===== src/rtl/adder_pipeline_pkg.sv =====
// Shared constants, lane result type and the lane adder for adder_pipeline.
// Defining ADDER_PIPELINE_SATURATE_EN makes overflowing lanes saturate instead of wrap.
package adder_pipeline_pkg;

  localparam int unsigned DefaultWidth    = 32;
  localparam int unsigned DefaultChannels = 1;
  localparam int unsigned DefaultStages   = 2;

  // Widest lane the shared adder handles; narrower lanes live in the low bits.
  localparam int unsigned MaxWidth = 64;

  typedef struct packed {
    logic                carry;
    logic [MaxWidth-1:0] sum;
  } lane_t;

  // Operands must be zero above bit width-1.
  function automatic lane_t add_lane(input logic [MaxWidth-1:0] a,
                                     input logic [MaxWidth-1:0] b,
                                     input int unsigned         width);
    logic [MaxWidth:0]   full;
    logic [MaxWidth-1:0] mask;
    lane_t               res;
    full      = {1'b0, a} + {1'b0, b};
    mask      = ~({MaxWidth{1'b1}} << width);
    res.carry = (full >> width) != '0;
`ifdef ADDER_PIPELINE_SATURATE_EN
    res.sum   = res.carry ? mask : (full[MaxWidth-1:0] & mask);
`else
    res.sum   = full[MaxWidth-1:0] & mask;
`endif
    return res;
  endfunction

endpackage


===== src/rtl/adder_pipeline_stage.sv =====
// One elastic register stage: loads when told to, otherwise holds valid and data.
module adder_pipeline_stage #(
  parameter int unsigned DataWidth = 1
) (
  input  logic                 clk,
  input  logic                 rst_n,
  input  logic                 load,
  input  logic                 in_valid,
  input  logic [DataWidth-1:0] in_data,
  output logic                 valid,
  output logic [DataWidth-1:0] data
);

  logic                 valid_q;
  logic [DataWidth-1:0] data_q;

  always_ff @(posedge clk or negedge rst_n) begin
    if (!rst_n) begin
      valid_q <= 1'b0;
      data_q  <= '0;
    end else if (load) begin
      valid_q <= in_valid;
      // Bubbles leave the data register untouched so the output holds its last value.
      if (in_valid) begin
        data_q <= in_data;
      end
    end
  end

  assign valid = valid_q;
  assign data  = data_q;

endmodule


===== src/rtl/adder_pipeline.sv =====
// Multi-lane pipelined adder with valid/ready on both sides and per-lane carry-out.
// ADDER_PIPELINE_SATURATE_EN (see package) selects saturating lane sums.
module adder_pipeline
  import adder_pipeline_pkg::*;
#(
  parameter int unsigned WIDTH    = DefaultWidth,
  parameter int unsigned CHANNELS = DefaultChannels,
  parameter int unsigned STAGES   = DefaultStages
) (
  input  logic                      i_clk,
  input  logic                      i_rst_n,
  input  logic                      i_valid,
  output logic                      o_ready,
  input  logic [CHANNELS*WIDTH-1:0] i_a,
  input  logic [CHANNELS*WIDTH-1:0] i_b,
  output logic                      o_valid,
  input  logic                      i_ready,
  output logic [CHANNELS*WIDTH-1:0] o_a,
  output logic [CHANNELS-1:0]       o_carry,
  output logic                      o_busy
);

  localparam int unsigned DataW = CHANNELS * WIDTH + CHANNELS;

  // Index 0 is the input side; index s+1 is the output of stage s.
  logic [STAGES:0]            valid;
  logic [STAGES:0]            ready;
  logic [STAGES:0][DataW-1:0] data;

  logic [CHANNELS*WIDTH-1:0] sum0;
  logic [CHANNELS-1:0]       carry0;
  logic [MaxWidth-1:0]       a_ext;
  logic [MaxWidth-1:0]       b_ext;
  lane_t                     res;
  logic                      unused_hi;

  always_comb begin
    sum0      = '0;
    carry0    = '0;
    a_ext     = '0;
    b_ext     = '0;
    res       = '0;
    unused_hi = 1'b0;
    for (int unsigned k = 0; k < CHANNELS; k++) begin
      a_ext              = '0;
      b_ext              = '0;
      a_ext[WIDTH-1:0]   = i_a[k*WIDTH +: WIDTH];
      b_ext[WIDTH-1:0]   = i_b[k*WIDTH +: WIDTH];
      res                = add_lane(a_ext, b_ext, WIDTH);
      sum0[k*WIDTH +: WIDTH] = res.sum[WIDTH-1:0];
      carry0[k]          = res.carry;
      unused_hi          = unused_hi ^ (^(res.sum >> WIDTH));
    end
  end

  // A stage may load when empty or when the stage after it moves on this cycle.
  always_comb begin
    ready         = '0;
    ready[STAGES] = i_ready;
    for (int unsigned s = 0; s < STAGES; s++) begin
      ready[STAGES-1-s] = !valid[STAGES-s] || ready[STAGES-s];
    end
  end

  assign valid[0] = i_valid;
  assign data[0]  = {carry0, sum0};

  for (genvar s = 0; s < STAGES; s++) begin : g_stage
    adder_pipeline_stage #(
      .DataWidth(DataW)
    ) u_stage (
      .clk     (i_clk),
      .rst_n   (i_rst_n),
      .load    (ready[s]),
      .in_valid(valid[s]),
      .in_data (data[s]),
      .valid   (valid[s+1]),
      .data    (data[s+1])
    );
  end

  assign o_ready          = i_rst_n && ready[0];
  assign o_valid          = valid[STAGES];
  assign {o_carry, o_a}   = data[STAGES];
  assign o_busy           = |valid[STAGES:1];

endmodule


===== config.mk =====
export PLATFORM = sky130hd
export DESIGN_NAME = adder_pipeline
export DESIGN_NICKNAME = d
export VERILOG_FILES = /design/src/rtl/adder_pipeline_pkg.sv /design/src/rtl/adder_pipeline_stage.sv /design/src/rtl/adder_pipeline.sv
export SDC_FILE = /design/constraint.sdc
export NUM_CORES = 1
export LEC_CHECK = 0
export CORE_MARGIN = 1.5
export CORE_UTILIZATION = 46
export DETAILED_ROUTE_END_ITERATION = 7
export PLACE_DENSITY = 0.74
export SLEW_MARGIN = 20
export SYNTH_ARGS = -nofsm -noshare
export SYNTH_HDL_FRONTEND = slang
export SYNTH_SLANG_ARGS = --single-unit

===== constraint.sdc =====
create_clock -name i_clk -period 1.4 [get_ports i_clk]
set_input_delay 0.42 -clock i_clk [delete_from_list [all_inputs] [get_ports i_clk]]
set_output_delay 0.42 -clock i_clk [all_outputs]
set_load 0.1 [all_outputs]

=== Word-level counts from Yosys, hierarchy flattened ===
Cells that the tools add are included.

* Word-level logic and storage cells: 14
* Bits in registers: 68
* Input bits: 68
* Output and inout bits: 36

* Reductions and logical operators: 9
* Add/sub/neg operators: 1

{| class="wikitable"
|+ Operators by type and width
! kind !! number
|-
| 65-bit nonzero test || 1
|-
| 32-bit by 32-bit adder with 33-bit output || 1
|-
| 2-bit AND reduction || 2
|-
| 1-bit logical NOT || 2
|-
| 1-bit logical OR || 2
|-
| 2-bit OR reduction || 1
|-
| 1-bit logical AND || 1
|}

=== Logic depth before layout (Yosys ltp) ===
* Word-level depth: 4
* Mapped depth: 9
* Depth with buffers taken out: 9

=== By module ===
Synthesis repeated with hierarchy kept, for this count alone.

* Cell total of the unflattened synthesis: 424
* Area total of the unflattened synthesis: 4698.3 um2

{| class="wikitable"
|+ Modules (own cells, without submodules)
! module !! times used !! sequential area each (um2) !! area an instance (um2) !! cells each
|-
| adder_pipeline_stage || 2 || 850.8 || 1385.1 || 73
|-
| adder_pipeline || 1 || 0.0 || 1928.1 || 278
|}

=== Least setup slack after synthesis ===
Ideal clock, no wire load.

* Path type: input to register
* From: in i_a[0]
* To: reg g_stage[0].u_stage.data_q[30]
* Path buffers: 0
* Path slack: -1100 ps
* Library setup time: 68 ps
* Arrival: 2432 ps
* Cell stages on the path: 9
* Data required time: 1332 ps
* Path through: ha_1 fa_1 a21o_1 a221o_2 nand4_4 a41oi_2 a311o_1 a211o_1 nand3_1

* Word-level cells in the longest chain between the ends: 1

{| class="wikitable"
|+ Ends and longest elaborated chain
! item !! line !! text
|-
| start: declaration || adder_pipeline.sv:14 || <nowiki>input logic [CHANNELS*WIDTH-1:0] i_a,</nowiki>
|-
| 32-bit by 32-bit adder with 33-bit output || adder_pipeline_pkg.sv:24 || <nowiki>full = {1'b0, a} + {1'b0, b};</nowiki>
|-
| end signal: assignment || adder_pipeline_stage.sv:25 || <nowiki>data_q <= in_data;</nowiki>
|-
| end: declaration || adder_pipeline_stage.sv:15 || <nowiki>logic [DataWidth-1:0] data_q;</nowiki>
|}

Every way passes these cells.
A chain may end at the register's enable or synchronous reset.

=== Worst setup path in the final report ===
* From: in i_b[0]
* To: reg g_stage[0].u_stage.data_q[20]

* Word-level cells in the longest chain between the ends: 1

{| class="wikitable"
|+ Ends and longest elaborated chain
! item !! line !! text
|-
| start: declaration || adder_pipeline.sv:15 || <nowiki>input logic [CHANNELS*WIDTH-1:0] i_b,</nowiki>
|-
| 32-bit by 32-bit adder with 33-bit output || adder_pipeline_pkg.sv:24 ||
|}

Every way passes these cells.

==> impl_metrics.json <==
{
  "fp.dieW_um": 103,
  "drt-total-wl_um": 16200,
  "drt-initial-drc-count": 229,
  "routedWlPerCell_um": 19.7,
  "area_growth_pct": 75.7,
  "gp_congestion": 0.910,
  "p_per_area_nw_per_um2": 1490,
  "synth-edff-count": 0,
  "worst_pin_slew_ns": 0.496,
  "num-nets-final": 787,
  "multiInputGateArea_um2": 3350,
  "cts.sinks": 68,
  "syn_avg_cell_area_um2": 9.46,
  "grt_max_degree": 69,
  "rows": 36,
  "post-place-ws_ns": -1.63,
  "drc": 0,
  "clkTransAtPathRegs_ns": 0.07,
  "antennaDiodeCount": 0,
  "cp.required_ns": 1.62,
  "drive_gt1_share_pct": 52.1,
  "via_count": 4728,
  "antenna_found_initial": 0,
  "worst_slack_ns": -0.898,
  "startpoint_type": "primary input",
  "critPathKind": "primary input to register",
  "seq_power_share_pct": 25.4,
  "yosysMostFrequentCell": "dfrtp_1",
  "synth.distinct_cells": 56,
  "fin_skew_ns": 0.00634,
  "grt_pass1_vias": 4466,
  "timing.hold.ws_ns": 0.113,
  "fin_crit_ns": 2.30,
  "final-seq-area_um2": 1710,
  "cp-end-kind": "register",
  "hold_viol_final": 0,
  "drtPass1Iterations": 5,
  "synth_nets": 585,
  "ir_worst_vdd_mv": 1.26,
  "initial_core_util_pct": 47.1,
  "cp.arrival_ns": 2.52,
  "cts-root-buf": "clkbuf_8",
  "period_share_pct": 164,
  "numCtsBuffers": 9,
  "combPwrFrac_pct": 57.6,
  "dp_hpwl_um": 9490,
  "synth-seq-area-share_pct": 37.2,
  "io_pins": 104,
  "synthTopCellsByCount": "68 x dfrtp_1, 59 x nand2_1, 49 x o21ai_0",
  "max-cap-violations": 0,
  "p_clk_share_pct": 16.9,
  "via_per_inst": 5.74,
  "synth_seq_cells": 68,
  "busiest_layer": "met2",
  "violations": "setup timing",
  "core_um2": 9730,
  "synth_area_leaders": "dfrtp_1 37%, ha_1 8.7%, mux2_2 8.1%",
  "p_sw_share_pct": 44.4,
  "power_mw": 12.0,
  "h-tree-depth": 3,
  "clk_latency_ns": 0.34,
  "tritoncts": "built",
  "synth_top_area_share_pct": 37.2,
  "cts_buffer_depth": 2,
  "grtUsageMet2_pct": 49.2,
  "finalSetupTns_ns": -21.24,
  "relSlewSlack_pct": 66.7,
  "p_leak_nw": 3.59,
  "synth_cells": 484,
  "r2r-start": "g_stage[1].u_stage.valid$_DFFE_PN0P_",
  "use_met1_pct": 32.7,
  "nFillCells": 509,
  "intPower_mw": 6.65,
  "yosysTopAreaCell": "dfrtp_1",
  "dieArea_um2": 10600,
  "holdBufCountCts": 0,
  "grt_pass1_wl_um": 21700,
  "die_y_um": 103,
  "grtUsageTotal_pct": 26.5,
  "p_sw_mw": 5.32,
  "synth.yosys.warnings": 0,
  "async_flop_share_pct": 100,
  "portBuffers": 103,
  "status": "finished, violations left",
  "grt_overflow": 0,
  "worstPathMaxFanout": 4,
  "crit_start": "i_b[0]",
  "ys.flop_type": "dfrtp_1",
  "setup_violations": 65,
  "syn_area_um2": 4580,
  "rsz0062_at_grt": "true",
  "hp-class": "primary input to asynchronous set/reset pin",
  "drtAntennaViolNets": 0,
  "fmax_ghz": 0.435,
  "final_max_slew_viol_count": 0,
  "grtUsageMet3_pct": 2.71
}
## area by class of cell
type / count / area share [%]
clock inverters: 4 / 1.18
multi-input cells: 358 / 41.7
well taps: 133 / 2.07
repair buffers: 241 / 31.6
clock buffers: 12 / 1.93
flip-flops and latches: 68 / 21.2
inverters: 8 / 0.404
## worst max-delay path, stage by stage
cell,delay (ns)
buf_6,0.10
ha_4,0.15
fa_2,0.35
a21o_1,0.21
a221o_2,0.40
nand4_4,0.09
buf_4,0.11
buf_6,0.10
a31oi_4,0.12
a21oi_2,0.18
xor2_1,0.19
o21ai_1,0.10
## registers in the layout (all words and copies together), names as in the netlist
register / count
g_stage.u_stage.data: 66
g_stage.u_stage.valid: 2
## cell families (layout without fill, tap and decap cells)
group                      after synthesis  count (layout)  synth area share, %
AOI/OAI and AO/OA                      145             145                 20.1
xor gates and xnor gates                27              27                 5.17
adders and majority gates               33              33                 9.18
buffers and inverters                   59             265                 7.98
DFF                                     68              68                 37.2
muxes                                   33              33                 8.12
and+or+nand+nor                        119             120                 12.3
## per-layer routing
layer / wire [µm] / share of wire [%] / vias to the layer above
met5: 0 / 0 / -
met3: 668 / 4.1 / 77
li1: - / - / 2118
met4: 715 / 4.4 / 0
met2: 8610 / 53 / 233
met1: 6210 / 38 / 2300
## power by group through the flow
| stage | clock network (mW) | registers (mW) | logic (mW) |
|---|---|---|---|
| final | 2.03 | 3.04 | 6.90 |
| after global routing | 2.12 | 3.08 | 7.13 |
| after CTS | 2.02 | 3.02 | 6.42 |
| after detailed placement | 0 | 3.06 | 6.12 |
| after global placement | 0 | 3.03 | 6.03 |
| after floorplan | 0 | 2.81 | 4.25 |
## layout by cell type (no fill, tap or decap), drive strengths merged, types with 15 or more instances in the layout
master | synthesis | layout
a21oi | 37 | 37
buf | 42 | 182
clkbuf | 9 | 25
clkdlybuf4s50 | 0 | 15
dfrtp | 68 | 68
dlygate4sd2 | 0 | 21
ha | 32 | 32
mux2 | 33 | 33
nand2 | 60 | 61
nor2 | 18 | 18
o21ai | 49 | 49
xor2 | 15 | 15
## timing repair
| action | 4_1_cts | 5_1_grt |
|---|---|---|
| gates cloned | 0 | 5 |
| endpoints found under the setup margin | 36 | 69 |
| buffers inserted | 20 | 15 |
| resized for setup | 187 | 83 |
| pin swaps | 73 | 60 |
## through the flow
step	cell area, µm²	utilization, %	cells
after floorplan	4820	-	484
after global placement	6800	69.9	772
after detailed placement	6800	69.9	772
after CTS	7580	77.9	807
after global routing	8040	82.7	824
final	8040	82.7	824
## worst paths after layout
path | end | slack (ns) | cells after the start
setup / recovery | g_stage[0].u_stage.data[20]$_DFFE_PN0P_ | -0.90 | 12
hold / removal | g_stage[1].u_stage.data[27]$_DFFE_PN0P_ | 0.11 | 2
setup reg to reg | g_stage[0].u_stage.data[30]$_DFFE_PN0P_ | -0.11 | 6
hold reg to reg | g_stage[0].u_stage.data[3]$_DFFE_PN0P_ | 0.49 | 2
max in group asynchronous | g_stage[1].u_stage.valid$_DFFE_PN0P_ | 0.97 | 2
min in group i_clk | g_stage[0].u_stage.data[0]$_DFFE_PN0P_ | 0.47 | 4
(Power assumes the default switching activity.)
